$ cat src/rtl/serial_add_pkg.sv
// serial_add_pkg: shared state encoding and default width for the bit-serial adder.
package serial_add_pkg;
   typedef enum logic [1:0] {
      S_IDLE = 2'd0,
      S_ADD  = 2'd1,
      S_DONE = 2'd2
   } state_t;
   localparam int DEFAULT_WIDTH = 8;
endpackage

$ cat src/rtl/full_adder.sv
// full_adder: one-bit full adder, the shared datapath cell of the serial adder.
module full_adder (
   input  logic a_in,
   input  logic b_in,
   input  logic c_in,
   output logic sum,
   output logic carry
);
   assign sum   = a_in ^ b_in ^ c_in;
   assign carry = (a_in & b_in) | (c_in & (a_in ^ b_in));
endmodule

$ cat src/rtl/serial_adder_ctrl.sv
// serial_adder_ctrl: bit-serial WIDTH-bit adder, one bit pair per cycle through a single full_adder.
module serial_adder_ctrl
   import serial_add_pkg::*;
#(
   parameter int WIDTH = DEFAULT_WIDTH
) (
   input  logic             clk,
   input  logic             rst,
   input  logic             in_valid,
   output logic             in_ready,
   input  logic [WIDTH-1:0] a_in,
   input  logic [WIDTH-1:0] b_in,
   input  logic             c_in,
   output logic             out_valid,
   input  logic             out_ready,
   output logic [WIDTH-1:0] sum,
   output logic             carry_out,
   output logic             busy
);
   localparam int CW = $clog2(WIDTH);
   localparam logic [CW-1:0] LAST = CW'(WIDTH - 1);

   state_t           state_q;
   logic [CW-1:0]    cnt_q;
   logic [WIDTH-1:0] a_sh, b_sh, sum_sh;
   logic             carry_q;
   logic             fa_sum, fa_carry;

   full_adder u_fa (
      .a_in (a_sh[0]),
      .b_in (b_sh[0]),
      .c_in (carry_q),
      .sum  (fa_sum),
      .carry(fa_carry)
   );

   // Handshake flags decode straight from the state register; no input-to-output path.
   assign in_ready  = state_q == S_IDLE;
   assign out_valid = state_q == S_DONE;
   assign busy      = state_q != S_IDLE;
   assign sum       = sum_sh;
   assign carry_out = carry_q;

   always_ff @(posedge clk) begin
      if (rst) begin
         state_q <= S_IDLE;
         cnt_q   <= '0;
         a_sh    <= '0;
         b_sh    <= '0;
         sum_sh  <= '0;
         carry_q <= 1'b0;
      end else begin
         case (state_q)
            S_IDLE: if (in_valid) begin
               a_sh    <= a_in;
               b_sh    <= b_in;
               carry_q <= c_in;
               cnt_q   <= '0;
               state_q <= S_ADD;
            end
            S_ADD: begin
               sum_sh  <= {fa_sum, sum_sh[WIDTH-1:1]};
               carry_q <= fa_carry;
               a_sh    <= a_sh >> 1;
               b_sh    <= b_sh >> 1;
               // Counter parks on the last index instead of wrapping.
               cnt_q   <= (cnt_q == LAST) ? cnt_q : cnt_q + CW'(1);
               state_q <= (cnt_q == LAST) ? S_DONE : S_ADD;
            end
            S_DONE: if (out_ready) state_q <= S_IDLE;
            default: state_q <= S_IDLE;
         endcase
      end
   end
endmodule

$ cat config.mk
export PLATFORM = sky130hd
export DESIGN_NAME = serial_adder_ctrl
export DESIGN_NICKNAME = d
export VERILOG_FILES = /design/src/rtl/serial_add_pkg.sv /design/src/rtl/full_adder.sv /design/src/rtl/serial_adder_ctrl.sv
export SDC_FILE = /design/constraint.sdc
export NUM_CORES = 1
export LEC_CHECK = 0
export CAP_MARGIN = 10
export CORE_ASPECT_RATIO = 0.8
export CORE_UTILIZATION = 48
export CTS_BUF_LIST = sky130_fd_sc_hd__clkbuf_16
export DETAILED_ROUTE_END_ITERATION = 8
export PLACE_DENSITY = 0.85
export SYNTH_ARGS = -nofsm -noshare
export SYNTH_HDL_FRONTEND = slang
export SYNTH_SLANG_ARGS = --single-unit
$ cat constraint.sdc
create_clock -name clk -period 1.7 [get_ports clk]
set_input_delay 0.34 -clock clk [delete_from_list [all_inputs] [get_ports clk]]
set_output_delay 0.34 -clock clk [all_outputs]
set_load 0.01 [all_outputs]
---- Word level (Yosys, flattened, before mapping) ----
Cells that the tools add are included.
word-level totals
  input port bits ......................... 21
  bits in registers ....................... 30
  logic and storage cells ................. 37
  output and inout port bits .............. 12
operators by class
  bitwise operators ....................... 5
  muxes and demuxes ....................... 13
  equal/unequal tests ..................... 6
  add/sub/neg operators ................... 1
  reductions and logical operators ........ 6
operators with widths
  operator                                        number
  case mux 8 bit (2 select lines)                 2
  2-to-1 mux 8 bit                                2
  2-to-1 mux 2 bit                                3
  2-to-1 mux 3 bit                                2
  case mux 2 bit (3 select lines)                 1
  case mux 3 bit (2 select lines)                 1
  != test 2 bit (second input constant)           2
  AND reduction 2 bit                             2
  nonzero test 2 bit                              2
  adder 3 x 1 -> 3 bit (second input constant)    1
  == test 3 bit (second input constant)           1
  AND reduction 3 bit                             1
  AND 1 bit                                       2
  == test 2 x 1 -> 1 bit (second input constant)  1
  == test 2 bit (second input constant)           1
  logical NOT 2 bit                               1
  != test 2 x 1 -> 1 bit (second input constant)  1
  case mux 1 bit (2 select lines)                 1
  XOR 1 bit                                       2
  2-to-1 mux 1 bit                                1
  OR 1 bit                                        1

---- Logic depth before layout (Yosys ltp) ----
Gate-level depths: netlist (run 1).
  word-level depth ........................ 4
  mapped depth ............................ 5
  depth with buffers taken out ............ 5

---- Cells and area by module ----
From an unflattened synthesis (run 1), not the netlist that was laid out.
unflattened totals
  cells, all modules ...................... 147
  area total of the unflattened synthesis .. 1347.5 um2
by module, submodules not included
  module             times used  area each (um2)  cells an instance  sequential area each (um2)
  serial_adder_ctrl  1           1327.5           146                600.6
  full_adder         1           20.0             1                  0.0

---- Worst setup path after synthesis (run 1) ----
OpenSTA, ideal clock, no wires.
  path kind ............................... flip-flop to output port
  from .................................... register state_q[0]
  to ...................................... output port in_ready
  required time ........................... 1.360 ns
  path buffers ............................ 2
  slack ................................... 0.368 ns
  stages on the path, launching flop included .. 5
  data arrival time ....................... 0.992 ns
  cell sequence ........................... dfxtp_1 -> buf_6 -> buf_8 -> or2_2 -> inv_1
between the ends
  word-level cells in the longest chain between the ends .. 1
ends and longest elaborated chain
  item                    RTL line                 text
  from (decl)             serial_adder_ctrl.sv:23  state_t state_q;
  from (signal assigned)  serial_adder_ctrl.sv:68  state_q <= (cnt_q == LAST) ? S_DONE : S_ADD;
  logical NOT 2 bit       serial_adder_ctrl.sv:38  assign in_ready = state_q == S_IDLE;
  to (decl)               serial_adder_ctrl.sv:10  output logic in_ready,
Every way passes these cells.

---- Worst setup path in the final report (run 1) ----
  from .................................... register carry_q, in the netlist carry_out
  to ...................................... output port carry_out
RTL lines
  item                    RTL line                 text
  from (decl)             serial_adder_ctrl.sv:26  logic carry_q;
  from (signal assigned)  serial_adder_ctrl.sv:57  carry_q <= c_in;
  from (signal assigned)  serial_adder_ctrl.sv:63  carry_q <= fa_carry;
  to (decl)               serial_adder_ctrl.sv:17  output logic carry_out,
No word-level cell between the ends.

==> results of run 1 <==
-- worst register-to-register path, cell delays in order (launching register included) --
cell and delay (ns):
dfxtp_1 0.39, buf_6 0.29, o21ba_2 0.22, buf_12 0.17
nor2_1 0.08, a211oi_1 0.27
-- power by group --
group / total [mW] / internal [mW] / switching (mW)
Clock: 0.972 / 0.683 / 0.289
Combinational: 0.229 / 0.124 / 0.105
Sequential: 0.778 / 0.748 / 0.0296
Total: 1.98 / 1.55 / 0.424
-- metal layers --
| metal | track usage, % | vias up |
|---|---|---|
| li1 | - | 578 |
| met1 | 25.2 | 533 |
| met2 | 35.5 | 29 |
| met3 | 6.37 | 9 |
| met4 | 10.2 | 0 |
| met5 | 0 | - |
-- how the worst max path moves through the flow --
| stage | to | start |
|---|---|---|
| floorplan | in_ready | state_q[0] |
| global placement | in_ready | state_q[0] |
| detailed placement | b_sh[2] | in_valid |
| CTS | out_valid | state_q[1] |
| global route | b_sh[5] | state_q[0] |
| finish | carry_out | carry_out |
-- logic make-up after synthesis --
group	Yosys count	synth area share, %
AO/OA/AOI/OAI	34	16.4
flip-flops	30	44.6
multiplexers	16	11.9
adder cells (fa/ha/maj)	3	3.34
AND/OR/NAND/NOR	49	16.4
buffers and inverters	15	7.33
-- flip-flops by register name, indices dropped and copies added, names as in the netlist --
name,flops
cnt_q,3
b_sh,8
sum,8
a_sh,8
carry_out,1
state_q,2
-- through the flow --
stage / std cells / hold WS (ns) / power (mW) / utilization, % / instance area, um2
2_1_floorplan: 147 / 0.454 / 0.930 / - / 1350
3_3_place_gp: 208 / 0.444 / 1.00 / 65.9 / 1680
3_5_place_dp: 208 / 0.460 / 1.02 / 65.9 / 1680
4_1_cts: 216 / 0.467 / 1.99 / 72.3 / 1840
5_1_grt: 216 / 0.490 / 2.05 / 72.5 / 1840
6_report: 216 / 0.465 / 1.98 / 72.5 / 1840
-- cells in the final DEF (no fill, tap or decap), types with 2 or more instances in the layout --
master / synthesis / layout
clkinv_2: 0 / 2
buf_4: 1 / 3
nor2b_1: 2 / 2
clkbuf_16: 0 / 5
dfxtp_1: 30 / 30
o21ai_0: 2 / 2
a31oi_1: 3 / 3
a211oi_1: 15 / 15
a21oi_1: 11 / 11
ha_1: 2 / 2
dlygate4sd2_1: 0 / 2
nor2_1: 18 / 18
inv_1: 3 / 3
nand2_1: 19 / 19
clkdlybuf4s50_1: 0 / 29
nand4bb_1: 2 / 2
nand3_1: 4 / 4
mux2i_1: 16 / 16
-- cell type report --
class / count / area (um2)
Clock buffer: 5 / 125
Inverter: 3 / 11.3
Timing Repair Buffer: 37 / 374
Fill cell: 192 / 698
Tap cell: 36 / 45.0
Sequential cell: 30 / 601
Clock inverter: 3 / 40.0
Multi-Input combinational cell: 102 / 648
-- what timing repair did --
action | in CTS | in global routing
gates resized for setup | 2 | 2
setup buffers | 0 | 0
endpoints found under the setup margin | 2 | 2
==> metrics.csv, run 1 <==
metric,value,unit
crit_slowest_cell,clkdlybuf4s50_1,
area_growth,36.9,%
synth_top_area_share,44.6,%
r2r-start,state_q[0],
cts_made_buffers,5,
yosys_warnings,0,
yosysMostFrequentCell,dfxtp_1,
core_area,0.00254,mm2
highest_layer,met4,
min_period,1.55,ns
postRouteAntennaNets,0,
cp.depth,1,
insertion_delay,0.27,ns
cp_cell_sequence,clkdlybuf4s50_1,
crit_family,buffers and inverters,
syn_nets,171,
grt_pass1_vias,1015,
cp-end-kind,output port,
min_to,sum[0],
clk_pin_slew,0.05,ns
period_share,91.4,%
synth_cell_types,27,
wl_met2,1.49,mm
netlist_top_cells_area,"dfxtp_1 45%, mux2i_1 12%, a211oi_1 8.4%, nand2_1 5.3%, nor2_1 5.0%",
setup_ws,0.147,ns
grt_max_degree,31,
cts_tree,yes,
reg2reg_depth,5,
grt_pass1_wl,4.64,mm
arrival,1.21,ns
powerDensity,1070,mW/mm2
hold_viol_final,0,
via_per_inst,5.32,
place_congestion,0.675,
wl,2.83,mm
hpwl,1.97,mm
vias,1149,
drv_slew,0,
synth_edf_count,0,
netlist_top_cells_count,"30 x dfxtp_1, 19 x nand2_1, 18 x nor2_1",
post_drt_wl_per_cell,13.1,um
io_buffers,32,
ioPinCount,33,
cap_violations,0,
clockRootBuffer,clkbuf_16,
worst_pin_slew,0.562,ns
antenna_found_initial,0,
status,"complete, no violations",
ir_worst_vdd,0.784,mV
ys.flop_type,dfxtp_1,
worst_clock_skew,0.00332,ns
layout-drive-gt1-share,8.33,%
yosysTopAreaCell,dfxtp_1,
postSynth.asyncResetShare,0,%
setup_tns,0,ns
r2r_setup_slack,0.17,ns
path_class,flip-flop to output port,
syn_area,0.00135,mm2
numClockSinks,30,
wl_met1,1.15,mm
synth_seq_cells,30,
firstDrtPassIters,4,
rows,16,
max_freq,0.644,GHz
cp_data_required_time,1.36,ns
die_x,61.2,um
crit_buf_inv,1,
hp-class,flip-flop to flip-flop,
rsz0062_at_grt,false,
hold_depth,2,
grt_overflow,0,
reg2reg_to,b_sh[5],
met3WireLength,122,um
drc,0,
min_from,sum[0],
crit_path_start_kind,flip-flop,
setup_viol_count_final,0,
clk_path_buf_depth,2,
syn_area_per_cell,9.17,um2
grtUsageTotal,21.6,%
ys_seq_area_share,44.6,%
die_h,49.4,um
cts_hold_repair.buffers,0,
synth_cells,147,
drt_iter0_drc,51,
leakagePower,0.730,nW
dieArea,0.00302,mm2
htree_levels,2,
crit_path_max_incr_delay,0.56,ns
insertedDiodeCount,0,
initial_core_util,53.0,%
slew_headroom,62.5,%
cp_max_fo,3,
fin_nets,203,
pre_cts_ws,0.148,ns
No activity file was read; power rests on OpenSTA's default activity.
==> run 2, diff against run 1 <==
- CORE_UTILIZATION: 48 -> 35
- PLACE_DENSITY: 0.85 -> 0.67
==> run 2 against run 1 <==
The run now ends with DRC left; total power fell by 8.2%; first-iteration DRC count fell by 47%; clock power fell by 16%; setup slack got worse by 0.0064 ns; critical path type unchanged; largest cell class unchanged; largest power group unchanged.
==> metrics.csv, run 2 (synthesis results as in run 1) <==
metric,value,unit,change
status,"finished, violations left",,
violations,DRC,,
crit_path_start_kind,flip-flop,,
hp-class,flip-flop to flip-flop,,
setup_viol_count_final,0,,unchanged
wl,2.67,mm,-5.8%
drt_iter0_drc,27,,-47%
cp_cell_sequence,"or2_2, inv_1, dlygate4sd2_1",,
clockRootBuffer,clkbuf_16,,
rsz0062_at_grt,false,,
slew_headroom,75.8,%,+13 points
layout-drive-gt1-share,8.29,%,-0.046 points
arrival,1.22,ns,about the same
clk_pin_slew,0.05,ns,about the same
power.switching,415,uW,-2.2%
via_per_inst,5.08,,-4.6%
grt_max_degree,31,,unchanged
die_x,71.4,um,+17%
post_drt_wl_per_cell,12.0,um,-8.7%
cap_violations,0,,unchanged
postCtsSetupRepairBufs,0,,unchanged
sw_frac_of_total,22.8,%,+1.4 points
grt_pass1_wl,4.28,mm,-7.7%
final_cell_mix,"30 x dfxtp_1, 29 x clkdlybuf4s50_1, 19 x nand2_1, 18 x nor2_1, 16 x mux2i_1",,
vias,1132,,-1.5%
fin_nets,204,,+0.49%
cts_tree,yes,,
p_int,1.40,mW,-9.9%
die_h,57.5,um,+16%
drc,2,,+2
grt_pass1_vias,1026,,+1.1%
rows,19,,+3
worst_clock_skew,0.00512,ns,+0.00180 ns
pre_cts_ws,0.155,ns,+0.00682 ns
path_class,flip-flop to output port,,
insertion_delay,0.27,ns,about the same
period_share,91.7,%,+0.37 points
worst_pin_slew,0.362,ns,-0.200 ns
grt_overflow,0,,unchanged
min_to,sum[0],,
crit_slowest_cell,dfxtp_1,,
reg2reg_to,b_sh[3],,
hold_depth,2,,unchanged
fill_cells,318,,+66%
core_area,0.00354,mm2,+39%
cp_max_fo,5,,+2
numClockSinks,30,,unchanged
hold_viol_final,0,,unchanged
design_area,0.00184,mm2,-0.27%
power_frac_clock,44.7,%,-4.4 points
area_growth,36.5,%,
place_congestion,0.693,,+2.5%
ioPinCount,33,,unchanged
r2r_setup_slack,0.16,ns,about the same
r2r-start,state_q[0],,
firstDrtPassIters,6,,+2
antenna_found_initial,0,,unchanged
max_freq,0.641,GHz,-0.41%
cp_data_required_time,1.36,ns,about the same
crit_path_max_incr_delay,0.33,ns,-0.23 ns
powerDensity,987,mW/mm2,-8.0%
postRouteAntennaNets,0,,unchanged
leakagePower,0.713,nW,-2.3%
crit_buf_inv,2,,+1
hpwl,1.83,mm,-6.9%
final_common_cell,dfxtp_1,,
crit_family,flip-flops,,
htree_levels,2,,unchanged
cp-end-kind,output port,,
cts_made_buffers,5,,unchanged
initial_core_util,38.0,%,-15 points
io_buffers,32,,unchanged
post_dp_cell_area,0.00170,mm2,+1.6%
reg2reg_depth,5,,unchanged
p_seq_share,42.7,%,+3.4 points
ir_worst_vdd,0.617,mV,-21%
setup_tns,0,ns,unchanged
drv_slew,0,,unchanged
insertedDiodeCount,0,,unchanged
min_period,1.56,ns,+0.00637 ns
clk_path_buf_depth,2,,unchanged
setup_ws,0.141,ns,-0.00637 ns
dieArea,0.00410,mm2,+36%
min_from,sum[0],,
grtUsageTotal,13.6,%,-8.1 points
pwr-share-comb,12.6,%,+1.0 points
run 2: repair_timing:
item	4_1_cts	5_1_grt
gates resized for setup	4	0
endpoints found under the setup margin	3	0
hold buffers	0	0
run 2: final cells by class:
type	count	area [um2]	area share, %
Multi-Input combinational cell	102	651	35.4
Timing Repair Buffer	38	387	21.0
Tap cell	42	52.6	2.86
Sequential cell	30	601	32.7
Inverter	3	11.3	0.612
Clock buffer	5	125	6.80
Clock inverter	3	12.5	0.680
run 2: worst max-delay path by stage:
stage | start | end | slack (ns) | cells after the start
after CTS | state_q[1] | in_ready | 0.12 | 3
final | state_q[1] | in_ready | 0.14 | 3
after detailed placement | state_q[1] | in_ready | 0.16 | 3
after global placement | state_q[1] | in_ready | 0.16 | 3
after floorplan | state_q[0] | in_ready | 0.37 | 4
after global routing | state_q[0] | b_sh[2] | 0.04 | 5
run 2: power by group through the flow:
| stage | Clock (mW) | Sequential [mW] | Combinational, mW |
|---|---|---|---|
| 2_1_floorplan | 0 | 0.785 | 0.146 |
| 3_3_place_gp | 0 | 0.786 | 0.228 |
| 3_5_place_dp | 0 | 0.789 | 0.233 |
| 4_1_cts | 0.829 | 0.775 | 0.232 |
| 5_1_grt | 0.858 | 0.781 | 0.252 |
| 6_report | 0.812 | 0.775 | 0.229 |
run 2: per-layer routing:
metal,track usage [%],vias to the layer above,part of all wire [%]
met5,0,-,0
met4,3.43,0,0
met3,6.36,0,6.8
met2,21.4,34,46
met1,16.9,518,47
li1,-,580,-
run 2: worst register-to-register path: stages (launching register included):
cell and delay [ns]:
dfxtp_1 0.38, buf_4 0.37, o21ba_2 0.25, buf_12 0.17
nor2_1 0.06, a211oi_1 0.22
run 2: metrics by stage:
stage	std cells	power, mW	hold slack, ns	util, %
2_1_floorplan	147	0.930	0.454	-
3_3_place_gp	215	1.01	0.444	48.1
3_5_place_dp	215	1.02	0.468	48.1
4_1_cts	223	1.84	0.476	51.9
5_1_grt	223	1.89	0.481	51.9
6_report	223	1.82	0.469	51.9
==> run 3, diff against run 2 <==
- CAP_MARGIN: 10 -> unset
- SKIP_LAST_GASP: unset -> 1
==> results of run 3 <==
No change in the layout: final DEF, timing and power equal those of run 2.
